$ cat config.mk
export PLATFORM = sky130hd
export DESIGN_NAME = neuron_accumulator
export DESIGN_NICKNAME = d
export VERILOG_FILES = /design/src/rtl/neuron_accumulator.sv
export SDC_FILE = /design/constraint.sdc
export NUM_CORES = 1
export LEC_CHECK = 0
export ABC_AREA = 1
export CAP_MARGIN = 20
export CORE_MARGIN = 10
export CORE_UTILIZATION = 35
export DETAILED_ROUTE_END_ITERATION = 8
export GPL_TIMING_DRIVEN = 0
export PLACE_DENSITY = 0.49
export SETUP_SLACK_MARGIN = 0.15
export SYNTH_ARGS = -nofsm -noshare
export SYNTH_HDL_FRONTEND = slang
export SYNTH_SLANG_ARGS = --single-unit
export TNS_END_PERCENT = 1
$ cat constraint.sdc
create_clock -name clk -period 3 [get_ports clk]
set_input_delay 0.45 -clock clk [delete_from_list [all_inputs] [get_ports clk]]
set_output_delay 0.45 -clock clk [all_outputs]
set_load 0.1 [all_outputs]
$ cat src/rtl/neuron_accumulator.sv
// neuron_accumulator: (x,w) MAC, rounds (NEURON_ACC_ROUND_EN) and saturates to Q_INT.Q_FRAC.
// Result valid one edge after the last beat; in_ready stays low through FLUSH/HOLD until out_ready.
package neuron_pkg;
  localparam int Q_INT         = 8;
  localparam int Q_FRAC        = 8;
  localparam int ACT_MASK_SIZE = 2;
endpackage

module neuron_accumulator #(
  parameter int Q_INT         = neuron_pkg::Q_INT,
  parameter int Q_FRAC        = neuron_pkg::Q_FRAC,
  parameter int ACC_GUARD     = 8,
  parameter int ACT_MASK_SIZE = neuron_pkg::ACT_MASK_SIZE
) (
  input  logic                            clk,
  input  logic                            rst,
  input  logic                            in_valid,
  output logic                            in_ready,
  input  logic                            in_last,
  input  logic signed [Q_INT+Q_FRAC-1:0]  x_in,
  input  logic signed [Q_INT+Q_FRAC-1:0]  w_in,
  input  logic        [ACT_MASK_SIZE-1:0] mask_in,
  output logic                            out_valid,
  input  logic                            out_ready,
  output logic        [Q_INT+Q_FRAC-1:0]  out_data,
  output logic        [ACT_MASK_SIZE-1:0] mask_out,
  output logic                            out_sat
);

  localparam int Q_SIZE = Q_INT + Q_FRAC;
  localparam int P_W    = 2 * Q_SIZE;
  localparam int ACC_W  = P_W + ACC_GUARD;

  localparam logic signed [ACC_W:0] SAT_MAX =
    {{(ACC_W-Q_SIZE+2){1'b0}}, {(Q_SIZE-1){1'b1}}};
  localparam logic signed [ACC_W:0] SAT_MIN =
    {{(ACC_W-Q_SIZE+2){1'b1}}, {(Q_SIZE-1){1'b0}}};

  typedef enum logic [1:0] {ACCUM, FLUSH, HOLD} state_t;

  state_t                    state;
  logic signed [P_W-1:0]     prod;
  logic                      prod_vld;
  logic                      prod_last;
  logic signed [ACC_W-1:0]   acc;
  logic                      ovf;
  logic [ACT_MASK_SIZE-1:0]  mask_q;

  logic                      accept;
  logic signed [P_W-1:0]     x_ext;
  logic signed [P_W-1:0]     w_ext;
  logic signed [P_W-1:0]     prod_d;
  logic signed [ACC_W-1:0]   prod_sx;
  logic signed [ACC_W-1:0]   sum;
  logic                      add_ovf;
  logic signed [ACC_W:0]     s_ext;
  logic signed [ACC_W:0]     s_rnd;
  logic signed [ACC_W:0]     s_shr;
  logic [Q_SIZE-1:0]         clip_val;
  logic                      clip_hit;

  assign accept = in_valid && in_ready;

  assign x_ext  = {{Q_SIZE{x_in[Q_SIZE-1]}}, x_in};
  assign w_ext  = {{Q_SIZE{w_in[Q_SIZE-1]}}, w_in};
  assign prod_d = x_ext * w_ext;

  assign prod_sx = {{ACC_GUARD{prod[P_W-1]}}, prod};
  assign sum     = acc + prod_sx;
  assign add_ovf = (acc[ACC_W-1] == prod_sx[ACC_W-1]) && (sum[ACC_W-1] != acc[ACC_W-1]);

  // One extra MSB so the rounding increment can never wrap the sum.
  assign s_ext = {sum[ACC_W-1], sum};
`ifdef NEURON_ACC_ROUND_EN
  localparam logic signed [ACC_W:0] HALF =
    {{(ACC_W+1-Q_FRAC){1'b0}}, 1'b1, {(Q_FRAC-1){1'b0}}};
  assign s_rnd = s_ext + HALF;
`else
  assign s_rnd = s_ext;
`endif
  assign s_shr = s_rnd >>> Q_FRAC;

  always_comb begin
    clip_val = s_shr[Q_SIZE-1:0];
    clip_hit = 1'b0;
    if (s_shr > SAT_MAX) begin
      clip_val = {1'b0, {(Q_SIZE-1){1'b1}}};
      clip_hit = 1'b1;
    end else if (s_shr < SAT_MIN) begin
      clip_val = {1'b1, {(Q_SIZE-1){1'b0}}};
      clip_hit = 1'b1;
    end
  end

  always_ff @(posedge clk or posedge rst) begin
    if (rst) begin
      state     <= ACCUM;
      in_ready  <= 1'b1;
      prod      <= '0;
      prod_vld  <= 1'b0;
      prod_last <= 1'b0;
      acc       <= '0;
      ovf       <= 1'b0;
      mask_q    <= '0;
      out_valid <= 1'b0;
      out_data  <= '0;
      mask_out  <= '0;
      out_sat   <= 1'b0;
    end else begin
      prod_vld <= accept;
      if (accept) begin
        prod      <= prod_d;
        prod_last <= in_last;
        if (in_last) mask_q <= mask_in;
      end

      // The final product is folded in while the result is formed; acc restarts at zero.
      if (prod_vld) begin
        if (prod_last) begin
          acc       <= '0;
          ovf       <= 1'b0;
          out_data  <= clip_val;
          out_sat   <= clip_hit | ovf | add_ovf;
          mask_out  <= mask_q;
          out_valid <= 1'b1;
        end else begin
          acc <= sum;
          ovf <= ovf | add_ovf;
        end
      end

      case (state)
        ACCUM: begin
          if (accept && in_last) begin
            state    <= FLUSH;
            in_ready <= 1'b0;
          end
        end
        FLUSH: state <= HOLD;
        HOLD: begin
          if (out_ready) begin
            state     <= ACCUM;
            in_ready  <= 1'b1;
            out_valid <= 1'b0;
          end
        end
        default: begin
          state    <= ACCUM;
          in_ready <= 1'b1;
        end
      endcase
    end
  end

endmodule

-- Yosys cells after proc, flatten, opt, wreduce, memory -nomap -nowiden
Cells that the tools add are included.
- bits in registers: 100
- input port bits: 39
- word-level logic and storage cells: 50
- $add $sub $neg: 1
- multiply operators: 1
- magnitude comparators: 2
- eq/ne operators: 6
- mux-type cells: 16
- bitwise operators: 4
- reductions and logical operators: 8
- operator list (cell ; count):
    adder 40 x 32 -> 40 bit ; 1
    two-way mux 40 bit ; 1
    greater-than comparator 32 x 16 -> 1 bit, second input constant ; 1
    < comparator 32 x 16 -> 1 bit, second input constant ; 1
    multiplier 16 x 16 -> 32 bit ; 1
    two-way mux 16 bit ; 2
    two-way mux 1 bit ; 9
    case mux 2 bit (3 select lines) ; 1
    AND reduction 2 bit ; 3
    two-way mux 2 bit ; 2
    != test 2 bit, second input constant ; 2
    logical AND 1 bit ; 3
    OR 1 bit ; 3
    case mux 1 bit (3 select lines) ; 1
    AND reduction 3 bit ; 1
    == test 2 x 1 -> 1 bit, second input constant ; 1
    == test 2 bit, second input constant ; 1
    zero test 2 bit ; 1
    == test 1 bit ; 1
    != test 1 bit ; 1
    NOT 1 bit ; 1

-- Logic depth before layout (Yosys ltp)
- depth in word-level cells: 6
- gate-level depth with buffers: 26
- gate-level depth less buffers: 24

-- Least setup slack after synthesis
OpenSTA, ideal clock, no wires.
- path kind: in2reg
- from: input port x_in[10]
- to: register prod[24]
- library setup time: 118 ps
- arrival time: 5867 ps
- data required time: 2882 ps
- setup slack: -2985 ps
- stages: 24
- path buffers: 2
- cells stage by stage: clkbuf_1 > clkbuf_1 > nand2_1 > fa_1 > fa_1 > fa_1 > inv_1 > fa_1 > fa_1 > inv_1 > fa_1 > inv_1 > ha_1 > a21oi_1 > o21a_1 > inv_1 > nand2_1 > o211ai_1 > o21bai_1 > a21boi_1 > o21bai_1 > or2_2 > nand3_1 > nand2_1
- longest elaborated chain between the ends: 1
- RTL lines (item ; RTL line ; source):
    start: declaration ; 20 ; input logic signed [Q_INT+Q_FRAC-1:0] x_in,
    multiplier 16 x 16 -> 32 bit ; 66 ; assign prod_d = x_ext * w_ext;
    end signal: assignment ; 112 ; prod <= prod_d;
    end: declaration ; 42 ; logic signed [P_W-1:0] prod;
Every way passes these cells.
A chain may end at the register's enable or synchronous reset.

-- Worst setup path after layout
- from: input port w_in[15]
- to: register prod[29]
- longest elaborated chain between the ends: 1
- RTL lines (item ; RTL line ; source):
    start: declaration ; 21 ; input logic signed [Q_INT+Q_FRAC-1:0] w_in,
    multiplier 16 x 16 -> 32 bit ; 66 ;
Every way passes these cells.

==> flow_summary.toml <==
[place]
gp_congestion = 0.924
io_buffers = 34
postPlaceCellArea_mm2 = 0.0194
dp_hpwl_um = 46000

[drt]
drc = 0
routedWlPerCell_um = 16.9
drt-pass1-iter-count = 5
routed_wl_um = 54400
vias = 15000
avgViaCountPerCell = 4.66
ant_nets = 0
drtIter0Drc = 926

[global_route]
globalRouteOverflowTotal = 0
grt_pass1_wl_um = 87500
grt_usage_pct = 18.6
grt_max_degree = 56
grt_pass1_vias = 15800
antenna_found_initial = 0

[worst_setup_path]
path_buf_inv = 5
start_kind = "input pin"
reg2reg_from = "prod[0]$_DFFE_PP0P_"
critPathArrivalTime_ns = 5.80
critPathMaxFanout = 5
critPathKind = "in2reg"
reg2reg_slack_ns = -0.24
crit_end = "prod[29]$_DFFE_PP0P_"
rr_endpoint = "out_data[11]$_DFFE_PP0P_"
critPathSlowestCell = "fa_1"
rr_worst_depth = 20
slowest_delay_ns = 0.57
cp.depth = 22
crit_chain = "clkdlybuf4s15_2 > inv_4 > or2_2 > fa_1 > fa_1 > inv_1 > fa_1 > fa_1 > fa_1 > inv_1 > fa_1 > inv_1 > ha_4 > nand2_2 > nor4_4 > nand4_1 > nand3_2 > nand2_1 > o211ai_1 > a21oi_2 > xor2_1 > o21ai_1"
end_kind = "register"
timing.critical_path.mode_cell = "fa_1"
crit_start = "w_in[15]"
cp.required_ns = 3.24
cp_top_family = "adder cells"

[synthesis]
synth_area_mm2 = 0.0178
synth_cell_type_count = 53
ys_seq_elements = 100
synthesis.nets = 2869
seq_area_frac_synth_pct = 14.1
ys_warn_count = 0
syn_inst = 2446
synth.top_cell.area_share_pct = 29.7
synthFlopType = "dfrtp_1"
async_reset_ff_share_pct = 100
ys_top_cells_by_area = "fa_1 (30%), nand2_1 (15%), dfrtp_1 (14%)"
synth_area_per_cell_um2 = 7.26
netlist.top_cell.by_area = "fa_1"
synth_edf_count = 0

[cells_and_area]
layout_common_cells = "nand2_1 (677), inv_1 (635), fa_1 (243), nor2_1 (102)"
area_delta_synth_final_pct = 19.7
layout-drive-gt1-share_pct = 14.6
ff_latch_area_mm2 = 0.00250
diodes = 0
multi_input_area_mm2 = 0.0130
fillers = 5141
final_area_mm2 = 0.0213
nets = 2966
layout_commonest_cell = "nand2_1"

[sta]
min_period_over_period_pct = 185
timing.final.ws_setup_ns = -2.56
period_needed_ns = 5.56
slew_headroom_pct = 34.1
worst_pin_slew_ns = 0.985
drv_slew = 0
fmax_mhz = 180
hold_viol = 0
clock_skew_ns = 0.0106
rsz0062_at_grt = "true"
setup_violations = 42

[die]
fp.dieW_um = 245
top_level_ports = 60
num_rows = 82
die_area_mm2 = 0.0601
initial_core_util_pct = 35.4
coreArea_mm2 = 0.0502
die-height_um = 245

[job]
cap_violations = 0

[cts]
root_buffer = "clkbuf_16"
cts_sinks = 100
cts.clk_slew.worst_paths_ns = 0.07
clkLatencyLatePin_ns = 0.38
cts_tree = "done"
clock_path_buffers = 2
numCtsBuffers = 9
htree_levels = 3
holdBufCountCts = 0

[status]
status = "finished with violations"
violations = "negative setup slack"

[min_path]
min_path_type = "in2reg"
how the worst min path moves through the flow:
stage	from	to	slack (ns)	cells past startpoint
final	x_in[0]	prod[0]$_DFFE_PP0P_	0.47	3
after floorplan	mask_q[0]$_DFFE_PP0P_	mask_out[0]$_DFFE_PP0P_	0.44	2
after global placement	mask_q[0]$_DFFE_PP0P_	mask_out[0]$_DFFE_PP0P_	0.45	2
after global routing	x_in[0]	prod[0]$_DFFE_PP0P_	0.48	3
after CTS	x_in[0]	prod[0]$_DFFE_PP0P_	0.48	3
after detailed placement	mask_q[0]$_DFFE_PP0P_	mask_out[0]$_DFFE_PP0P_	0.46	2
cells by family after synthesis:
| group | count (synthesis) | share of synthesized area, % |
|---|---|---|
| muxes | 1 | 0.0634 |
| xor gates and xnor gates | 39 | 1.92 |
| and+or+nand+nor | 972 | 23.1 |
| DFF | 100 | 14.1 |
| buffers and inverters | 748 | 16.0 |
| adders and majority gates | 384 | 38.2 |
| AOI/OAI and AO/OA | 202 | 6.71 |
worst min-delay path: cells and delay by family:
family          cells  cell delay [ns]
simple gates        1             0.10
buf+inv             1             0.18
compound gates      1             0.07
layer usage:
| layer | routed length [um] | global-route usage, % |
|---|---|---|
| met1 | 26000 | 26.0 |
| met2 | 24900 | 30.3 |
| met3 | 2990 | 2.93 |
| met4 | 530 | 2.85 |
| met5 | 0 | 0 |
per-stage QoR:
step	utilization, %	TNS, ns	cells	hold WS [ns]	setup WS [ns]
global placement	38.7	-285.41	3152	0.453	-4.29
finish	42.4	-56.89	3220	0.475	-2.56
detailed placement	38.7	-100.77	3153	0.461	-4.31
CTS	41.8	-57.03	3202	0.476	-2.60
global route	42.4	-66.95	3220	0.482	-2.75
floorplan	-	-61.62	2446	0.436	-2.49
final cells by class:
| cell class | instances | area share, % |
|---|---|---|
| Sequential cell | 100 | 11.8 |
| Clock buffer | 10 | 1.08 |
| Multi-Input combinational cell | 1598 | 61.3 |
| Inverter | 674 | 11.9 |
| Timing Repair Buffer | 86 | 3.99 |
| Buffer | 74 | 5.63 |
| Clock inverter | 6 | 0.288 |
| Tap cell | 672 | 3.96 |
synthesized netlist by cell type, types with 2 or more instances:
| library cell | n |
|---|---|
| nor4_1 | 2 |
| nor3_1 | 8 |
| a21boi_0 | 3 |
| xnor2_1 | 17 |
| nand2_2 | 33 |
| nand3_2 | 6 |
| nand2_4 | 2 |
| a31oi_1 | 10 |
| ha_1 | 121 |
| o21bai_1 | 4 |
| xor2_1 | 22 |
| nor2_4 | 3 |
| a21o_1 | 3 |
| o21a_1 | 2 |
| nor2_1 | 105 |
| inv_2 | 18 |
| nand3_1 | 44 |
| clkinv_1 | 4 |
| nand2_1 | 698 |
| nor2_2 | 27 |
| nand4_1 | 21 |
| a21oi_1 | 62 |
| inv_1 | 652 |
| o31ai_1 | 4 |
| o22ai_1 | 22 |
| dfrtp_1 | 99 |
| nor3_2 | 4 |
| or2_2 | 11 |
| fa_1 | 263 |
| nand4_2 | 2 |
| and3_1 | 2 |
| o211ai_1 | 5 |
| a21oi_2 | 12 |
| o21ai_0 | 66 |
| clkbuf_1 | 71 |
flip-flops by register name (all words and copies together) (netlist names):
signal / count
prod_last: 1
mask_out: 2
acc: 40
out_sat: 1
out_valid: 1
in_ready: 1
ovf: 1
state: 2
out_data: 16
prod: 32
mask_q: 2
prod_vld: 1
repair_timing:
action | 4_1_cts | 5_1_grt
endpoints found under the setup margin | 45 | 49
pin swaps | 40 | 60
buffers inserted | 32 | 17
resized for setup | 216 | 54
gates cloned | 1 | 1
hold endpoints to repair | 0 | 0
Power is left out: the tool's default activity adds up to more than one toggle a clock period on the data nets, which glitch-free logic cannot reach.
